[config.mk]
export PLATFORM = sky130hd
export DESIGN_NAME = pipe_stage_skid_flat
export DESIGN_NICKNAME = d
export VERILOG_FILES = /design/src/rtl/pipe_pkg.sv /design/src/rtl/pipe_stage_skid_if.sv /design/src/rtl/pipe_slot.sv /design/src/rtl/pipe_stage_skid.sv /design/src/flat_wrapper.sv
export SDC_FILE = /design/constraint.sdc
export NUM_CORES = 1
export LEC_CHECK = 0
export ABC_AREA = 1
export BUFFER_PORTS_ARGS = -buffer_cell sky130_fd_sc_hd__buf_2
export CORE_ASPECT_RATIO = 1.25
export CORE_MARGIN = 5
export CORE_UTILIZATION = 48
export DETAILED_ROUTE_END_ITERATION = 8
export PLACE_DENSITY = 0.76
export SKIP_LAST_GASP = 1
export SYNTH_ARGS = -nofsm -noshare
export SYNTH_HDL_FRONTEND = slang
export SYNTH_SLANG_ARGS = --single-unit
[constraint.sdc]
create_clock -name clock -period 2.3 [get_ports clock]
set_input_delay 0.115 -clock clock [delete_from_list [all_inputs] [get_ports clock]]
set_output_delay 0.115 -clock clock [all_outputs]
set_load 0.03 [all_outputs]
[src/rtl/pipe_pkg.sv]
// Shared types and default widths for the two-entry skid pipeline stage.
package pipe_pkg;

  localparam int PIPE_DATA_W = 32;
  localparam int PIPE_CTRL_W = 5;
  localparam int PIPE_TAG_W  = 5;

  typedef enum logic [1:0] {
    ST_EMPTY = 2'd0,
    ST_ONE   = 2'd1,
    ST_TWO   = 2'd2
  } state_t;

  function automatic logic [1:0] occupancy_of(input state_t st);
    case (st)
      ST_ONE:  return 2'd1;
      ST_TWO:  return 2'd2;
      default: return 2'd0;
    endcase
  endfunction

endpackage

[src/rtl/pipe_stage_skid_if.sv]
// Upstream/downstream valid-ready bundle for the skid stage; slave is the stage side.
interface pipe_stage_skid_if import pipe_pkg::*; #(
  parameter int DATA_W = PIPE_DATA_W,
  parameter int CTRL_W = PIPE_CTRL_W,
  parameter int TAG_W  = PIPE_TAG_W
) ();

  logic              in_valid;
  logic              in_ready;
  logic [DATA_W-1:0] in_data;
  logic [CTRL_W-1:0] in_ctrl;
  logic [TAG_W-1:0]  in_tag;

  logic              out_valid;
  logic              out_ready;
  logic [DATA_W-1:0] out_data;
  logic [CTRL_W-1:0] out_ctrl;
  logic [TAG_W-1:0]  out_tag;

  modport master (
    output in_valid, in_data, in_ctrl, in_tag, out_ready,
    input  in_ready, out_valid, out_data, out_ctrl, out_tag
  );

  modport slave (
    input  in_valid, in_data, in_ctrl, in_tag, out_ready,
    output in_ready, out_valid, out_data, out_ctrl, out_tag
  );

endinterface

[src/rtl/pipe_slot.sv]
// One pipeline register: valid flag plus payload, control and tag.
// Clear wins over load and zeroes the control bits so an empty slot never carries live control.
module pipe_slot import pipe_pkg::*; #(
  parameter int DATA_W = PIPE_DATA_W,
  parameter int CTRL_W = PIPE_CTRL_W,
  parameter int TAG_W  = PIPE_TAG_W
) (
  input  logic              clock,
  input  logic              reset,
  input  logic              load,
  input  logic              clear,
  input  logic [DATA_W-1:0] load_data,
  input  logic [CTRL_W-1:0] load_ctrl,
  input  logic [TAG_W-1:0]  load_tag,
  output logic              valid,
  output logic [DATA_W-1:0] data,
  output logic [CTRL_W-1:0] ctrl,
  output logic [TAG_W-1:0]  tag
);

  always_ff @(posedge clock or posedge reset) begin
    if (reset) begin
      valid <= 1'b0;
      data  <= '0;
      ctrl  <= '0;
      tag   <= '0;
    end else if (clear) begin
      valid <= 1'b0;
      ctrl  <= '0;
    end else if (load) begin
      valid <= 1'b1;
      data  <= load_data;
      ctrl  <= load_ctrl;
      tag   <= load_tag;
    end
  end

endmodule

[src/rtl/pipe_stage_skid.sv]
// Two-entry pipeline stage with a head register and a skid register.
//   state  | meaning
//   EMPTY  | no entries held
//   ONE    | head holds an entry, skid empty
//   TWO    | head and skid both hold entries, upstream stalled
module pipe_stage_skid import pipe_pkg::*; #(
  parameter int DATA_W = PIPE_DATA_W,
  parameter int CTRL_W = PIPE_CTRL_W,
  parameter int TAG_W  = PIPE_TAG_W
) (
  input  logic                 clock,
  input  logic                 reset,
  input  logic                 flush,
  output logic [1:0]           occupancy,
  pipe_stage_skid_if.slave     bus
);

  state_t state_q, state_d;
  logic   in_ready_q;
  logic   accept, consume;
  logic   head_load, head_clear, skid_load, skid_clear;

  logic              head_valid, skid_valid;
  logic [DATA_W-1:0] head_data, skid_data, head_src_data;
  logic [CTRL_W-1:0] head_ctrl, skid_ctrl, head_src_ctrl;
  logic [TAG_W-1:0]  head_tag, skid_tag, head_src_tag;

  assign accept  = bus.in_valid && in_ready_q;
  assign consume = head_valid && bus.out_ready;

  always_ff @(posedge clock or posedge reset) begin
    if (reset) begin
      state_q    <= ST_EMPTY;
      in_ready_q <= 1'b0;
    end else begin
      state_q    <= state_d;
      in_ready_q <= (state_d != ST_TWO);
    end
  end

  always_comb begin
    state_d    = state_q;
    head_load  = 1'b0;
    head_clear = 1'b0;
    skid_load  = 1'b0;
    skid_clear = 1'b0;
    if (flush) begin
      head_clear = 1'b1;
      skid_clear = 1'b1;
      state_d    = ST_EMPTY;
    end else begin
      case (state_q)
        ST_EMPTY: begin
          if (accept) begin
            head_load = 1'b1;
            state_d   = ST_ONE;
          end
        end
        ST_ONE: begin
          if (accept && consume) begin
            head_load = 1'b1;
          end else if (accept) begin
            skid_load = 1'b1;
            state_d   = ST_TWO;
          end else if (consume) begin
            head_clear = 1'b1;
            state_d    = ST_EMPTY;
          end
        end
        ST_TWO: begin
          if (consume) begin
            head_load  = 1'b1;
            skid_clear = 1'b1;
            state_d    = ST_ONE;
          end
        end
        default: begin
          head_clear = 1'b1;
          skid_clear = 1'b1;
          state_d    = ST_EMPTY;
        end
      endcase
    end
  end

  // Head refills from the skid whenever the skid is occupied, else straight from upstream.
  assign head_src_data = skid_valid ? skid_data : bus.in_data;
  assign head_src_ctrl = skid_valid ? skid_ctrl : bus.in_ctrl;
  assign head_src_tag  = skid_valid ? skid_tag  : bus.in_tag;

  pipe_slot #(
    .DATA_W (DATA_W),
    .CTRL_W (CTRL_W),
    .TAG_W  (TAG_W)
  ) u_head (
    .clock     (clock),
    .reset     (reset),
    .load      (head_load),
    .clear     (head_clear),
    .load_data (head_src_data),
    .load_ctrl (head_src_ctrl),
    .load_tag  (head_src_tag),
    .valid     (head_valid),
    .data      (head_data),
    .ctrl      (head_ctrl),
    .tag       (head_tag)
  );

  pipe_slot #(
    .DATA_W (DATA_W),
    .CTRL_W (CTRL_W),
    .TAG_W  (TAG_W)
  ) u_skid (
    .clock     (clock),
    .reset     (reset),
    .load      (skid_load),
    .clear     (skid_clear),
    .load_data (bus.in_data),
    .load_ctrl (bus.in_ctrl),
    .load_tag  (bus.in_tag),
    .valid     (skid_valid),
    .data      (skid_data),
    .ctrl      (skid_ctrl),
    .tag       (skid_tag)
  );

  assign bus.in_ready  = in_ready_q;
  assign bus.out_valid = head_valid;
  assign bus.out_data  = head_data;
  assign bus.out_ctrl  = head_ctrl;
  assign bus.out_tag   = head_tag;
  assign occupancy     = occupancy_of(state_q);

endmodule

[src/flat_wrapper.sv]
// flat-port wrapper written by rule: the top's interface ports become plain ports
module pipe_stage_skid_flat import pipe_pkg::*;
#(
  parameter int DATA_W = PIPE_DATA_W,
  parameter int CTRL_W = PIPE_CTRL_W,
  parameter int TAG_W  = PIPE_TAG_W
)
  (clock, reset, flush, occupancy, bus_in_valid, bus_in_data, bus_in_ctrl, bus_in_tag, bus_out_ready, bus_in_ready, bus_out_valid, bus_out_data, bus_out_ctrl, bus_out_tag);
  pipe_stage_skid_if #(.DATA_W(DATA_W), .CTRL_W(CTRL_W), .TAG_W(TAG_W)) bus_i ();
  input  logic clock;
  input  logic reset;
  input  logic flush;
  output logic [1:0] occupancy;
  input wire logic [$bits(bus_i.in_valid)-1:0] bus_in_valid;
  input wire logic [$bits(bus_i.in_data)-1:0] bus_in_data;
  input wire logic [$bits(bus_i.in_ctrl)-1:0] bus_in_ctrl;
  input wire logic [$bits(bus_i.in_tag)-1:0] bus_in_tag;
  input wire logic [$bits(bus_i.out_ready)-1:0] bus_out_ready;
  output wire logic [$bits(bus_i.in_ready)-1:0] bus_in_ready;
  output wire logic [$bits(bus_i.out_valid)-1:0] bus_out_valid;
  output wire logic [$bits(bus_i.out_data)-1:0] bus_out_data;
  output wire logic [$bits(bus_i.out_ctrl)-1:0] bus_out_ctrl;
  output wire logic [$bits(bus_i.out_tag)-1:0] bus_out_tag;
  assign bus_i.in_valid = bus_in_valid;
  assign bus_i.in_data = bus_in_data;
  assign bus_i.in_ctrl = bus_in_ctrl;
  assign bus_i.in_tag = bus_in_tag;
  assign bus_i.out_ready = bus_out_ready;
  assign bus_in_ready = bus_i.in_ready;
  assign bus_out_valid = bus_i.out_valid;
  assign bus_out_data = bus_i.out_data;
  assign bus_out_ctrl = bus_i.out_ctrl;
  assign bus_out_tag = bus_i.out_tag;
  pipe_stage_skid #(.DATA_W(DATA_W), .CTRL_W(CTRL_W), .TAG_W(TAG_W)) u_core (.clock(clock), .reset(reset), .flush(flush), .occupancy(occupancy), .bus(bus_i));
endmodule
-- After elaboration in Yosys (flattened, before gate mapping)
Index checks and enable logic that the tools add are counted.
W data, S select, Z words.
- register bits: 89
- output and inout port bits: 46
- word-level logic and storage cells: 58
- eq/ne operators: 3
- mux-type cells: 33
- bitwise logic cells: 2
- reduce and logical (&&, ||, !) cells: 10
- operators by type and width (operator ; number):
    $mux W32 ; 1
    $mux W5 ; 6
    $mux W1 ; 15
    $mux W2 ; 6
    $pmux W2 S3 ; 1
    $pmux W1 S2 ; 2
    $pmux W2 S2 ; 1
    $reduce_and A2 Y1 ; 2
    $reduce_bool A2 Y1 ; 2
    $reduce_or A2 Y1 ; 2
    $logic_and A1 B1 Y1 ; 3
    $pmux W1 S3 ; 1
    $eq A2 B1 Y1 const B ; 1
    $eq A2 B2 Y1 const B ; 1
    $logic_not A2 Y1 ; 1
    $ne A2 B2 Y1 const B ; 1
    $not A1 Y1 ; 2

-- Depth between registers and ports, before layout
- word-level depth: 8
- gate-level depth with buffers: 8

-- Hierarchy
Synthesis repeated with hierarchy kept, for this count alone.
- cell total of the unflattened synthesis: 456
- area total of the unflattened synthesis: 4350.4 um2
- modules (own cells, without submodules) (module ; times used ; cells an instance ; area an instance (um2) ; seq. area each (um2)):
    pipe_slot ; 2 ; 188 ; 1712.9 ; 1076.0
    pipe_stage_skid ; 1 ; 80 ; 924.6 ; 75.1

-- Worst setup path after synthesis
OpenSTA, ideal clock, no wires.
- path type: flip-flop to flip-flop
- start point: register u_core.state_q[0]
- end point: register u_core.u_head.tag[1]
- library setup time: 0.123 ns
- data arrival time: 1.338 ns
- setup slack: 0.838 ns
- cell stages (with the launch flop): 8
- cell sequence: dfrtp_1 > nor2_2 > nand2_2 > nand2_2 > nand2_4 > buf_6 > nand2_1 > o21ai_2
- longest elaborated chain between the ends: 6
- elaborated cells on any way between the ends: 10
- those cells by class: eq/ne (2); mux (4); bitwise (1); reduce/logical (3)
- RTL lines (element ; line ; source):
    start: declaration ; pipe_stage_skid.sv:18 ; state_t state_q, state_d;
    start signal: assignment ; pipe_stage_skid.sv:36 ; state_q <= state_d;
    $eq A2 B2 Y1 / $logic_not A2 Y1 (equally long branches) ; pipe_stage_skid.sv:52 ; case (state_q)
    $reduce_or A2 Y1 (no line) ; - ;
    $pmux W1 S2 ; pipe_stage_skid.sv:52 ;
    $mux W1 ; pipe_stage_skid.sv:47 ; if (flush) begin
    $not A1 Y1 (no line) ; - ;
    $reduce_and A2 Y1 (no line) (*) ; - ;
    end signal: assignment ; pipe_slot.sv:34 ; tag <= load_tag;
    end: declaration ; pipe_slot.sv:18 ; output logic [TAG_W-1:0] tag
Every way passes the cells marked *; elsewhere a longest branch is shown, timed or not.
A chain may end at the register's enable or synchronous reset.

-- Worst setup path in the final report
- start point: register u_core.u_head.valid
- end point: register u_core.u_head.data[22]
- longest elaborated chain between the ends: 8
- elaborated cells on any way between the ends: 12
- those cells by class: mux (8); bitwise (1); reduce/logical (3)
- RTL lines (element ; line ; source):
    start: declaration ; pipe_slot.sv:15 ; output logic valid,
    start signal: assignment ; pipe_slot.sv:23 ; valid <= 1'b0;
    start signal: assignment ; pipe_slot.sv:28 ; valid <= 1'b0;
    start signal: assignment ; pipe_slot.sv:31 ; valid <= 1'b1;
    $logic_and A1 B1 Y1 (*) ; pipe_stage_skid.sv:29 ; assign consume = head_valid && bus.out_ready;
    $mux W1 ; pipe_stage_skid.sv:65, pipe_stage_skid.sv:71 ;
    $mux W1 ; pipe_stage_skid.sv:62 ; end else if (accept) begin
    $mux W1 ; pipe_stage_skid.sv:60 ; if (accept && consume) begin
    $pmux W1 S2 ; pipe_stage_skid.sv:52 ;
    $mux W1 ; pipe_stage_skid.sv:47 ;
    $not A1 Y1 (no line) ; - ;
    $reduce_and A2 Y1 (no line) (*) ; - ;
    end signal: assignment ; pipe_slot.sv:32 ; data <= load_data;
    end: declaration ; pipe_slot.sv:16 ; output logic [DATA_W-1:0] data,
Marks and branches as above.

==> results.md <==
- Yosys warns: 0
- Startpoint types: flop
- Congestion Overflow GR: 0
- Largest net degree at the start of global routing: 90
- Top post-synthesis cells by area: dfrtp_1 56%, nand2_1 16%, o21ai_1 6.1%
- Status: finished, final reports clean
- Count of final setup violators: 0
- Crit Path Category: reg -> reg
- GPL Wtd Cong: 0.767
- Multi-input gate area: between 0.001 and 0.0015 mm²
- Reg2Reg Setup Slack: 0.54 ns
- H-tree depth: 3
- Register area share after synthesis: 0.564
- Dpl cells: 619
- Setup tns final: 0 ns
- Core Footprint: approximately 0.0081 mm²
- Share of layout cells above drive strength 1: 0.238
- Global-route wire length before repair: about 15000 µm
- Most frequent cell after synthesis: nand2_1
- Die H: 111 µm
- Initial Util: 0.484
- Period utilization: 0.765
- Worst r2r dst: u_core.u_head.data[22]$_DFFE_PP0P_
- Top FF cell, synth: dfrtp_1
- DRC: 0
- Req. time, crit path: 2.57 ns
- Min cycle time layout: approximately 1.8 ns
- WHS Path Cells: 3
- CP arrival: 2.03 ns
- Initial antenna violation count: 0
- Max rail drop VDD: between 0.0005 and 0.0006 V
- PortBufs: a little over 90
- Max-cap viol count: 0
- # rows: 37
- # diodes: 0
- Clock Root Buffer: clkbuf_8
- Max Clock Freq: around 0.57 GHz
- Clk sinks: 89
- Mapped cell area: roughly 0.0039 mm²
- Rel. slew slack: 0.613
- Die ar.: ~0.010 mm²
- Cell Pwr Density: 940 mW/mm²
- Hold Vio Cnt, Final: 0
- Num CTS Buffers: 9
- Most frequent cells after synthesis: 165 x nand2_1, 89 x dfrtp_1, 48 x o21ai_1, 42 x inv_1, 36 x o21ai_0
- Clk slew on worst S/H paths: roughly 0.08 ns
- Worst Max-Slew Pin Slew: between 0.5 and 0.6 ns
- Netlist cell types: 18
- Fillers: 700
- Wire per inst: 12.7 µm
- 1st-pass router iterations: 4
- Post-CTS Setup Inserts: 0
- Post-synth ARST share: 1.00
- Synth top area share: 0.564
- RSZ-0062 raised after global routing: no
- FF+latch count, synth: 89
- Antenna viol nets, final: 0
- DR vias/cell: between 4 and 5
- CTS tree: built
- Worst Hold Class: in -> reg
- Post-synthesis cell count: between 400 and 500
- Post-route insts no fill: 677
- Fin Clk Skew: roughly 0.005 ns
- Die width: slightly above 90 µm
- Worst-path maximum fanout: between 50 and 60
- Maximum clock path buffer count: 2
- DRT Wirelength: 8600 µm
- Final HPWL DP: about 5600 µm
- Register area: between 0.002 and 0.0025 mm²
- R2R depth: 8
- Post-synth EDFFs: 0
- Leakage: between 0.002 and 0.003 µW
- Synthesized area per cell: around 8.8 µm²
- First DRT Iteration DRCs: approximately 190
- Setup crit end kind: flop
- Mapped Nets: ~500
- Cell taking the most area after synthesis: dfrtp_1
- All-Layer GR Usage: 0.178
- IO Pins: 93
- Clock Latency Late Sink: between 0.3 and 0.4 ns
- Vias: between 3000 and 4000
- Number of global-route vias before repair: roughly 3200
- Area grow syn2layout: 27.8%
- Critical hold path startpoint: bus_in_data[22]
- Hold Crit Endpoint: u_core.u_skid.data[22]$_DFFE_PP0P_
- Max-slew violation count: 0
- Net count, final: between 600 and 700
- Reg-to-reg startpoint: u_core.u_head.valid$_DFFE_PP0P_
routing by layer:
metal,wire length (µm),global-route usage,vias to the layer above
met4,142,0.0685,0
met1,3740,0.236,1520
met2,4270,0.285,75
li1,-,-,1663
met3,444,0.0378,13
met5,0,0,-
area by class of cell:
| class | count | share of cell area |
|---|---|---|
| multi-input combinational | 292 | 0.270 |
| timing repair buffer | 139 | 0.190 |
| inverter | 44 | 0.0335 |
| clock buffer | 14 | 0.0342 |
| tap | 97 | 0.0241 |
| clock inverter | 2 | 0.00695 |
| sequential | 89 | 0.442 |
timing repair:
action | 4_1_cts | 5_1_grt
endpoints found under the setup margin | 0 | 0
resized for setup | 0 | 0
hold endpoints to repair | 130 | 0
hold buffers | 42 | 0
report_power, final:
part           switching, µW  internal [µW]  total [µW]
Clock                    509            591        1100
Combinational            932            487        1420
Sequential               197           2030        2220
flip-flops by register name (all words and copies together), names as in the netlist:
name and cells:
u_core.u_head.data 32, u_core.u_skid.data 32, u_core.u_head.ctrl 5, u_core.u_head.tag 5, u_core.u_skid.ctrl 5, u_core.u_skid.tag 5
u_core.state_q 2, u_core.bus.in_ready 1, u_core.u_head.valid 1, u_core.u_skid.valid 1
cell families after synthesis:
family | share of synthesized area
and+or+nand+nor | 0.179
DFF | 0.564
buffers and inverters | 0.0919
muxes | 0.0127
AOI/OAI and AO/OA | 0.152
worst max-delay path: stages, from the launching register on:
cell and delay, ns:
dfrtp_1 0.39, nand2_1 0.16, inv_1 0.10, nand2_2 0.09, nand2_2 0.07, nand2_4 0.43
buf_12 0.27, nand2_1 0.08, o21ai_2 0.06
metrics by stage:
| step | hold slack [ns] | instance area [µm²] | utilization | power [µW] | worst slack [ns] |
|---|---|---|---|---|---|
| floorplan | 0.178 | 3950 | - | 3240 | 0.838 |
| global placement | 0.279 | 4420 | 0.542 | 3580 | 0.628 |
| detailed placement | 0.293 | 4420 | 0.542 | 3630 | 0.556 |
| CTS | 0.00839 | 5040 | 0.619 | 4800 | 0.533 |
| global route | 0.00877 | 5040 | 0.619 | 5070 | 0.343 |
| finish | 0.0158 | 5040 | 0.619 | 4740 | 0.540 |
how the worst max path moves through the flow:
stage	startpoint	end	slack, ns	depth (start not counted)
after floorplan	u_core.state_q[0]$_DFF_PP0_	u_core.u_head.tag[1]$_DFFE_PP0P_	0.84	7
after global placement	u_core.u_head.valid$_DFFE_PP0P_	u_core.u_head.data[23]$_DFFE_PP0P_	0.63	8
after detailed placement	u_core.u_head.valid$_DFFE_PP0P_	u_core.u_head.data[22]$_DFFE_PP0P_	0.56	8
after CTS	u_core.u_head.valid$_DFFE_PP0P_	u_core.u_head.data[22]$_DFFE_PP0P_	0.53	8
after global routing	u_core.u_head.valid$_DFFE_PP0P_	u_core.u_head.data[19]$_DFFE_PP0P_	0.34	8
final	u_core.u_head.valid$_DFFE_PP0P_	u_core.u_head.data[22]$_DFFE_PP0P_	0.54	8
layout by cell type (no fill, tap or decap), types with 9 or more instances in the layout:
cell,Yosys,layout
o21ai_2,17,17
buf_2,8,92
dlygate4sd3_1,0,42
clkbuf_8,0,12
nand2_1,165,165
o21ai_0,36,36
dfrtp_1,89,88
o21ai_1,48,48
nand3_1,9,9
inv_1,42,41
Power figures use the tool's default switching activity.
